File: config.mk
export PLATFORM = sky130hd
export DESIGN_NAME = id_ex_issue
export DESIGN_NICKNAME = d
export VERILOG_FILES = /design/src/rtl/id_ex_issue.sv
export SDC_FILE = /design/constraint.sdc
export NUM_CORES = 1
export LEC_CHECK = 0
export ABC_AREA = 1
export ABC_CLOCK_PERIOD_IN_PS = 2000
export BUFFER_PORTS_ARGS = -buffer_cell sky130_fd_sc_hd__buf_2
export CORE_UTILIZATION = 42
export DETAILED_ROUTE_END_ITERATION = 8
export GPL_TIMING_DRIVEN = 0
export PLACE_DENSITY = 0.72
export SLEW_MARGIN = 30
export SYNTH_ARGS = -nofsm -noshare
export SYNTH_HDL_FRONTEND = slang
export SYNTH_SLANG_ARGS = --single-unit
File: constraint.sdc
create_clock -name clk -period 2 [get_ports clk]
set_input_delay 0 -clock clk [delete_from_list [all_inputs] [get_ports clk]]
set_output_delay 0 -clock clk [all_outputs]
set_load 0.02 [all_outputs]
File: src/rtl/id_ex_issue.sv
// id_ex_issue: decodes an RV32 subset into ALU control/operands and holds it in a
// single-entry ID/EX register with valid/ready handshake, flush and illegal counting.
module id_ex_issue #(
  parameter int CNT_W = 16
) (
  input  logic             clk,
  input  logic             rst,
  input  logic             in_valid,
  output logic             in_ready,
  input  logic [31:0]      in_instr,
  input  logic [31:0]      in_rs1_data,
  input  logic [31:0]      in_rs2_data,
  input  logic             flush,
  input  logic             ex_ready,
  output logic             ex_valid,
  output logic [3:0]       ex_alu_control,
  output logic [31:0]      ex_src_a,
  output logic [31:0]      ex_src_b,
  output logic [31:0]      ex_rs2_data,
  output logic [4:0]       ex_rd,
  output logic             ex_reg_write,
  output logic             ex_mem_write,
  output logic             ex_result_src,
  output logic             ex_illegal,
  output logic [CNT_W-1:0] illegal_count
);
  localparam logic [6:0] OP_R = 7'b0110011;
  localparam logic [6:0] OP_I = 7'b0010011;
  localparam logic [6:0] OP_L = 7'b0000011;
  localparam logic [6:0] OP_S = 7'b0100011;
  logic [6:0] op, f7;
  logic [2:0] f3;
  logic [4:0] rd;
  logic is_r, is_i, is_l, is_s, legal, accept, unused;
  logic [3:0] alu_d, alu_q;
  logic [31:0] src_a_d, src_b_d, src_a_q, src_b_q, rs2_q;
  logic [4:0] rd_q;
  logic reg_write_d, valid_q, reg_write_q, mem_write_q, result_src_q, illegal_q;
  logic [CNT_W-1:0] cnt_q;
  assign op = in_instr[6:0];
  assign f3 = in_instr[14:12];
  assign f7 = in_instr[31:25];
  assign rd = in_instr[11:7];
  assign unused = ^in_instr[19:15];
  assign is_r = op == OP_R && f7 == 7'd0 && f3 inside {3'b000, 3'b111, 3'b110, 3'b001};
  assign is_i = op == OP_I && (f3 inside {3'b000, 3'b111, 3'b110} || (f3 == 3'b001 && f7 == 7'd0));
  assign is_l = op == OP_L && f3 == 3'b010;
  assign is_s = op == OP_S && f3 == 3'b010;
  assign legal = is_r || is_i || is_l || is_s;
  always_comb begin
    alu_d = !(is_r || is_i) ? 4'b0000 :
            f3 == 3'b111 ? 4'b0001 :
            f3 == 3'b110 ? 4'b0011 :
            f3 == 3'b001 ? 4'b0100 : 4'b0000;
    src_a_d = legal ? in_rs1_data : 32'd0;
    src_b_d = is_r ? in_rs2_data :
              (is_i && f3 == 3'b001) ? {27'd0, in_instr[24:20]} :
              (is_i || is_l) ? {{20{in_instr[31]}}, in_instr[31:20]} :
              is_s ? {{20{in_instr[31]}}, in_instr[31:25], in_instr[11:7]} : 32'd0;
    reg_write_d = (is_r || is_i || is_l) && rd != 5'd0;
  end
  assign in_ready = !valid_q || ex_ready;
  assign accept = in_valid && in_ready;
  always_ff @(posedge clk) begin
    if (rst) begin
      valid_q <= 1'b0;
      alu_q <= 4'd0;
      src_a_q <= 32'd0;
      src_b_q <= 32'd0;
      rs2_q <= 32'd0;
      rd_q <= 5'd0;
      reg_write_q <= 1'b0;
      mem_write_q <= 1'b0;
      result_src_q <= 1'b0;
      illegal_q <= 1'b0;
      cnt_q <= '0;
    end else if (flush) begin
      valid_q <= 1'b0;
      reg_write_q <= 1'b0;
      mem_write_q <= 1'b0;
      result_src_q <= 1'b0;
      illegal_q <= 1'b0;
    end else if (accept) begin
      valid_q <= 1'b1;
      alu_q <= alu_d;
      src_a_q <= src_a_d;
      src_b_q <= src_b_d;
      rs2_q <= in_rs2_data;
      rd_q <= rd;
      reg_write_q <= reg_write_d;
      mem_write_q <= is_s;
      result_src_q <= is_l;
      illegal_q <= !legal;
      cnt_q <= cnt_q + CNT_W'(!legal && cnt_q != '1);
    end else if (ex_ready) begin
      valid_q <= 1'b0;
    end
  end
  assign ex_valid = valid_q;
  assign ex_alu_control = alu_q;
  assign ex_src_a = src_a_q;
  assign ex_src_b = src_b_q;
  assign ex_rs2_data = rs2_q;
  assign ex_rd = rd_q;
  assign ex_reg_write = reg_write_q;
  assign ex_mem_write = mem_write_q;
  assign ex_result_src = result_src_q;
  assign ex_illegal = illegal_q;
  assign illegal_count = cnt_q;
endmodule

# After elaboration in Yosys (flattened, before gate mapping)
# Cells that the tools add are included.
# totals
register_bits	126
inputBits	101
out_inout_bits	127
word_cells	59
# op_classes
n_addsub	1
eq_ne	9
n_mux	11
bitwise_logic	1
reduce_logical	26
# op_table
operator	n
two-way mux 32 bit	5
adder 16 x 1 -> 16 bit	1
!= test 16 bit, second input constant	1
equality test 7 x 6 -> 1 bit, second input constant	2
two-way mux 3 bit	4
logical AND 1 bit	10
equality test 7 x 2 -> 1 bit, second input constant	1
equality test 7 x 5 -> 1 bit, second input constant	1
zero test 7 bit	1
equality test 3 bit, second input constant	2
logical OR 1 bit	6
nonzero test 5 bit	1
nonzero test 4 bit	1
equality test 3 x 1 -> 1 bit, second input constant	1
equality test 3 x 2 -> 1 bit, second input constant	1
zero test 3 bit	1
nonzero test 3 bit	1
zero test 1 bit	2
two-way mux 1 bit	2
AND reduction 2 bit	1
nonzero test 2 bit	1
OR reduction 2 bit	1
NOT 1 bit	1

# Depth between registers and ports, before layout
# Gate-level depths: netlist of run 1.
# depth
ltp_word	10
depth_mapped	17
depth_no_buf	16

# Worst setup path before layout of run 1
# OpenSTA, ideal clock, no wires.
# synth_path
path_kind	register to register
from	register cnt_q[7], in the netlist illegal_count[7]
to	register cnt_q[8], in the netlist illegal_count[8]
setup_time_ps	70
t_arrival_ps	1976
required_time_ps	1930
setup_slack_ps	-46
stages_incl_launch_ff	13
path_buffers	0
period_less_slack_ps	2046
path_cell_list	dfxtp_1 nand2_1 nor2_1 nand3b_1 nor4_1 nor2_1 ha_1 ha_1 nand3_1 nor2_2 nand2_1 o21ai_0 a21oi_1
# synth_via
elab_chain_len	3
# synth_lines
item	line_no	text
from (decl)	39	logic [CNT_W-1:0] cnt_q;
from (signal assigned)	94	cnt_q <= cnt_q + CNT_W'(!legal && cnt_q != '1);
!= test 16 bit	94	
logical AND 1 bit	94	
adder 16 x 1 -> 16 bit (*)	94	
# Every way passes the cells marked *; elsewhere a longest branch is shown, timed or not.
# A chain may end at the register's enable or synchronous reset.

# Worst setup path in the final report of run 1
# layout_path
from	register cnt_q[8], in the netlist illegal_count[8]
to	register cnt_q[8], in the netlist illegal_count[8]
# The elaborated chain is that of the path after synthesis.

==> results.py, run 1 <==
metrics = {
    "synth": {
        "synthTopCellsByCount": "nand2_1, dfxtp_1, a21oi_1",
        "synth_flop_cell": "dfxtp_1",
        "synthDistinctLibCells": 30,
        "synth-edff-count": 0,
        "ys_ff_latch": 125,
        "synth.most_common_cell": "nand2_1",
        "yosysTopAreaCell": "dfxtp_1",
        "syn-num-nets": 783,
        "netlist_instances": 679,
        "synthTopCellsByArea": "dfxtp_1, nand2_1, a21oi_1",
        "yosysWarnings": 0,
        "async_flop_share_pct": 0,
        "syn_avg_cell_area_um2": 7.47,
        "ys_seq_area_share_pct": 49.3,
        "netlist_area_mm2": 0.00507,
        "synth_top_area_share_pct": 49.3,
    },
    "routing": {
        "drt-met1-wl_um": 7470,
        "drc": 12,
        "antenna_left": 0,
        "dr_wl_met3_um": 1290,
        "dr_wl_met2_um": 8420,
        "drt_iter0_markers": 399,
        "vias": 5893,
        "routedWlPerCell_um": 15.2,
        "top_layer": "met4",
        "routed_wirelength_um": 17700,
        "vias_per_cell": 5.03,
        "first_pass_iters": 7,
    },
    "sta": {
        "maxSlewViolCount": 0,
        "fmax_ghz": 0.525,
        "post-route-period-util_pct": 95.2,
        "rsz0062_at_grt": "yes",
        "min_period_ps": 1900,
        "hold_viol_final": 0,
        "slew_headroom_pct": 58.1,
        "whs_ps": 35.9,
        "skew_ps": 8.18,
        "tightestPinTransition_ps": 629,
        "setup_viol": 0,
    },
    "placement": {
        "hpwl_um": 11800,
        "dpl_cell_area_mm2": 0.00637,
        "port_buffers": 221,
        "gp_congestion": 0.799,
    },
    "cts": {
        "htreeDepth": 4,
        "numCtsBuffers": 17,
        "root_buffer": "clkbuf_16",
        "clkSlewWorstSetupHoldPaths_ps": 60,
        "cts_buffer_depth": 2,
        "clock_latency_ps": 420,
        "cts_tree": "yes",
        "cts_sinks": 125,
    },
    "floorplanning": {
        "initial_core_util_pct": 43.7,
        "die_h_um": 112,
        "die_w_um": 112,
        "floorplan.die_area_mm2": 0.0125,
        "core_mm2": 0.0116,
        "ioPinCount": 228,
        "num_rows": 39,
    },
    "critical_path": {
        "cp-end-kind": "flop",
        "crit_type": "reg -> reg",
        "cp.arrival_ps": 2200,
        "critPathLaunch": "illegal_count[8]",
        "critPathMaxFanout": 5,
        "cp-start-kind": "flop",
        "required_ps": 2290,
        "reg2reg_from": "illegal_count[8]",
    },
    "hold_path": {
        "hp-start": "in_instr[6]",
        "worst_hold_path_type": "in -> reg",
    },
    "run_status": {
        "outcome": "finished, violations left",
        "violations": "DRC",
    },
    "global_route": {
        "grt_pass1_wl_um": 28200,
        "gr-total-overflow": 0,
        "grt_use_total_pct": 28.8,
        "grt_max_degree": 17,
        "grt_pass1_vias": 5655,
        "antenna_found_initial": 0,
    },
    "layout": {
        "areaGrowthSynthToFinish_pct": 56.7,
        "antenna_cells": 0,
        "nFillCells": 983,
        "drive_gt1_share_pct": 30.5,
        "final_area_mm2": 0.00795,
        "final_nets": 1119,
    },
    "pwr": {
        "vdd_ir_drop_max_uv": 647,
        "p_sw_w": 0.00179,
        "power_w": 0.00649,
        "p_sw_share_pct": 27.6,
        "p_seq_share_pct": 40.9,
        "p_leak_nw": 3.70,
        "p_int_w": 0.00469,
        "p_clk_share_pct": 45.5,
        "p_comb_share_pct": 13.6,
        "p_per_area_mw_per_mm2": 816,
    },
    "flow_run": {
        "max_cap_viol_count": 0,
    },
}
[registers in the layout (all words and copies together) (netlist names), 3 cells and up]
| signal | flops |
|---|---|
| ex_src_b | 32 |
| ex_src_a | 32 |
| illegal_count | 16 |
| ex_alu_control | 3 |
| ex_rs2_data | 32 |
| ex_rd | 5 |
[through the flow]
step / instances / setup TNS, ps / setup WS (ps) / utilization [%]
2_1_floorplan: 679 / -16.2 / -16.2 / -
3_3_place_gp: 1043 / -4760 / -499 / 54.8
3_5_place_dp: 1043 / -5070 / -502 / 54.8
4_1_cts: 1163 / -8.76 / -8.76 / 67.7
5_1_grt: 1171 / -128 / -82.0 / 68.5
6_report: 1171 / 0 / 95.5 / 68.5
[power by group through the flow]
stage / combinational, W / clock [W] / sequential (W)
floorplan: 0.000260 / 0 / 0.00285
global placement: 0.000720 / 0 / 0.00271
detailed placement: 0.000724 / 0 / 0.00271
CTS: 0.000857 / 0.00298 / 0.00265
global route: 0.000953 / 0.00311 / 0.00267
finish: 0.000881 / 0.00295 / 0.00266
[cell usage in the layout (no fill, tap or decap), types with 3 or more instances in the layout]
cell,count
nand3_1,22
clkbuf_1,24
buf_4,14
buf_2,232
o21a_1,5
inv_1,32
dfxtp_2,5
clkinv_4,4
o21ai_0,96
nor2_1,51
nand2_1,151
a21oi_1,113
inv_6,5
nor3_1,3
dlygate4sd3_1,86
nand2_2,4
nand4_1,4
buf_6,6
clkbuf_16,17
dfxtp_4,5
clkinv_2,3
nor2_2,3
dfxtp_1,115
[final cells by class]
class | count | area, um2 | share of cell area, %
clock inverters | 15 | 139 | 1.75
clock buffers | 17 | 425 | 5.35
flip-flops and latches | 125 | 2530 | 31.8
multi-input cells | 475 | 2270 | 28.5
plain buffers | 46 | 246 | 3.10
repair buffers | 317 | 2040 | 25.7
inverters | 33 | 124 | 1.56
well taps | 143 | 179 | 2.25
[worst max-delay path: stages, from the launching register on]
cell and delay [ps]:
dfxtp_4 360, nand2_4 100, nor2_4 50, nand3b_1 120, nor4_2 60, nor2_1 110
ha_2 210, ha_2 190, nand3_2 120, nor2_4 150, nand2_1 90, o21ai_0 180
a21oi_1 70
[what timing repair did]
item	CTS	global route
hold endpoints to repair	108	0
endpoints found under the setup margin	12	14
hold buffers	86	0
pin swaps	3	5
setup buffers	2	8
resized for setup	18	13
[metal layers]
metal  vias to the layer above  GRT usage (%)
met4                         0           13.8
met3                        41           6.75
met2                       259           47.6
met5                         -              0
li1                       2931              -
met1                      2662           35.3
[logic make-up after synthesis]
kind of cell / share of synthesized area (%)
simple gates: 20.5
compound gates: 21.7
flops: 49.3
buf+inv: 7.10
xor+xnor: 0.518
fa+ha+maj: 0.740
other cells: 0.0739
[final timing paths]
path,slack [ps],cells past startpoint,end
worst max-delay path,100,12,illegal_count[8]
worst min-delay path,40,4,ex_result_src
worst max register to register,100,12,illegal_count[8]
worst min register to register,460,2,ex_rs2_data[10]
Power figures use the tool's default switching activity.
==> inputs of run 2 (changes only) <==
ABC_AREA = 0   (was 1)
PLACE_DENSITY = 0.73   (was 0.72)
==> run 2 against run 1 <==
  * The run now ends clean
  * Critical path depth up 2
  * Final cell count down 13%
  * Clock power up 5%
  * Fmax down 2.2%
  * Largest power group unchanged
  * Combinational power down 30%
  * Sequential power down 4%
  * Core utilization up 2.7 points
  * Critical endpoint is now illegal_count[9]
  * Largest cell class unchanged
  * Die area down 4.7%
  * Clock-buffer cell count up 8
  * Synthesized cell count down 23%
  * Clock skew down 2.9 ps
==> results.py, run 2 <==
metrics = {
    "run_status": {
        "outcome": "finished clean",
    },
    "synth": {
        "async_flop_share_pct": 0,
        "ys_ff_latch": 125,
        "synth.most_common_cell": "dfxtp_1",
        "synthTopCellsByArea": "dfxtp_1, nand2_1, a21oi_1",
        "synth_flop_cell": "dfxtp_1",
        "synth_top_area_share_pct": 51.8,
        "synth-edff-count": 0,
        "ys_seq_area_share_pct": 51.8,
        "syn_avg_cell_area_um2": 9.20,
        "synthTopCellsByCount": "dfxtp_1, nand2_1, a21oi_1",
        "yosysWarnings": 0,
        "yosysTopAreaCell": "dfxtp_1",
        "synthDistinctLibCells": 51,
        "netlist_instances": 525,
        "netlist_area_mm2": 0.00483,
        "syn-num-nets": 629,
    },
    "routing": {
        "vias": 5349,
        "routed_wirelength_um": 17400,
        "drc": 0,
        "antenna_left": 0,
        "drt_iter0_markers": 332,
        "routedWlPerCell_um": 17.1,
        "vias_per_cell": 5.25,
        "first_pass_iters": 5,
    },
    "sta": {
        "tightestPinTransition_ps": 606,
        "post-route-period-util_pct": 97.3,
        "skew_ps": 5.27,
        "maxSlewViolCount": 0,
        "hold_viol_final": 0,
        "rsz0062_at_grt": "yes",
        "fmax_ghz": 0.514,
        "min_period_ps": 1950,
        "slew_headroom_pct": 59.2,
        "setup_viol": 0,
        "whs_ps": 33.8,
    },
    "layout": {
        "final_nets": 969,
        "final_area_mm2": 0.00785,
        "areaGrowthSynthToFinish_pct": 62.4,
        "mostFrequentLayoutCells": "buf_2, nand2_1, dfxtp_1",
        "antenna_cells": 0,
        "fin_cells": 1018,
        "utilization_pct": 71.2,
        "final_common_cell": "buf_2",
        "drive_gt1_share_pct": 38.2,
    },
    "critical_path": {
        "reg2reg_from": "illegal_count[6]",
        "r2r_end": "illegal_count[5]",
        "cp_top_family": "simple AND/OR/NAND/NOR gates",
        "slowest_stage": "or4b_4",
        "required_ps": 2280,
        "crit_type": "in -> reg",
        "cp_common_cell": "nor2_2",
        "reg2reg_slack_ps": 70,
        "crit_path_max_incr_delay_ps": 540,
        "cp-end-kind": "flop",
        "critPathMaxFanout": 7,
        "cp_num_buf_inv": 2,
        "path_cells": "buf_12, ha_4, or4b_4, nor4_4, nor2_2, nand2_2, nor2_2, ha_2, and2_4, nand4_1, buf_6, nor3_1, xnor2_1, nor2_1",
        "cp.arrival_ps": 2230,
        "r2r_cells": 10,
        "cp-start-kind": "primary input",
    },
    "floorplanning": {
        "num_rows": 38,
        "die_w_um": 109,
        "initial_core_util_pct": 43.8,
        "die_h_um": 109,
        "floorplan.die_area_mm2": 0.0119,
        "ioPinCount": 228,
        "core_mm2": 0.0110,
    },
    "global_route": {
        "antenna_found_initial": 0,
        "grt_use_total_pct": 28.8,
        "grt_max_degree": 17,
        "grt_pass1_vias": 5268,
        "gr-total-overflow": 0,
        "grt_pass1_wl_um": 25900,
    },
    "placement": {
        "dpl_cell_area_mm2": 0.00614,
        "hpwl_um": 11300,
        "port_buffers": 219,
        "gp_congestion": 0.826,
        "place_inst": 884,
    },
    "cts": {
        "root_buffer": "clkbuf_16",
        "cts_buffer_depth": 2,
        "htreeDepth": 4,
        "clock_latency_ps": 420,
        "cts_tree": "yes",
        "numCtsBuffers": 17,
        "clkSlewWorstSetupHoldPaths_ps": 50,
        "cts_sinks": 125,
    },
    "pwr": {
        "vdd_ir_drop_max_uv": 533,
        "p_leak_nw": 3.70,
        "p_per_area_mw_per_mm2": 800,
    },
    "hold_path": {
        "worst_hold_path_type": "in -> reg",
        "hp-start": "in_instr[0]",
        "whs_path_depth": 5,
        "min_to": "ex_result_src",
    },
    "flow_run": {
        "max_cap_viol_count": 0,
    },
}
-- run 2: cell types whose count changed in the layout (fill, tap and decap cells not counted), sizes merged, moves of 5 or more --
cell,delta
a21o,+5
a21oi,-59
a22o,+34
a22oi,+21
a311oi,+5
inv,-34
nand2,-37
nor2,-33
nor3,+8
o21a,-5
o21ai,-92
xnor2,+8
-- run 2: power by group --
part	switching (W)	total, W	internal [W]
logic	0.000330	0.000616	0.000286
clock network	0.00105	0.00310	0.00205
registers	0.0000266	0.00256	0.00254
total	0.00141	0.00628	0.00487
-- run 2: final cells by class --
cell class,count,area [um2]
clock buffers,25,485
multi-input cells,360,2210
flip-flops and latches,125,2520
inverters,4,15.0
clock inverters,7,110
repair buffers,322,2120
well taps,140,175
fillers,810,3180
plain buffers,35,211
-- run 2: tightest hold or removal path, delay by kind of cell --
| family | cells | cell delay (ps) |
|---|---|---|
| compound gates | 1 | 120 |
| buf+inv | 1 | 110 |
| simple gates | 3 | 170 |
-- run 2: worst max path at each step --
stage | slack (ps) | cells after the start | end | startpoint
2_1_floorplan | -240 | 12 | illegal_count[12] | in_instr[13]
3_3_place_gp | -760 | 13 | illegal_count[12] | in_instr[13]
3_5_place_dp | -810 | 13 | illegal_count[7] | in_instr[13]
4_1_cts | 3 | 10 | illegal_count[5] | illegal_count[4]
5_1_grt | -40 | 11 | illegal_count[12] | illegal_count[3]
6_report | 50 | 14 | illegal_count[9] | in_instr[14]
-- run 2: kinds of logic after synthesis --
family	count (synthesis)	share of synthesized area [%]
AND/OR/NAND/NOR	210	21.0
AO/OA/AOI/OAI	134	19.6
flip-flops	125	51.8
buffers and inverters	40	4.58
XOR/XNOR	12	2.18
adder cells (fa/ha/maj)	3	0.777
other	1	0.0776
-- run 2: repair_timing --
| action | CTS | global route |
|---|---|---|
| hold buffers | 86 | 2 |
| buffers inserted | 6 | 9 |
| endpoints found under the setup margin | 15 | 42 |
| gates resized for setup | 12 | 34 |
| endpoints found under the hold margin | 108 | 1 |
| pin swaps | 4 | 12 |
-- run 2: metal layers --
layer | GRT usage, % | up-vias | part of all wire, %
met1 | 30.3 | 2510 | 39
met2 | 50.3 | 247 | 50
li1 | - | 2542 | -
met4 | 14.7 | 0 | 2.7
met3 | 10.6 | 50 | 8.5
met5 | 0 | - | 0
-- run 2: per-stage QoR --
| step | power [W] | setup slack [ps] | TNS (ps) |
|---|---|---|---|
| 5_1_grt | 0.00650 | -43.6 | -191 |
| 3_3_place_gp | 0.00306 | -760 | -18610 |
| 4_1_cts | 0.00629 | 3.19 | 0 |
| 2_1_floorplan | 0.00284 | -235 | -2620 |
| 3_5_place_dp | 0.00307 | -812 | -21560 |
| 6_report | 0.00628 | 53.3 | 0 |
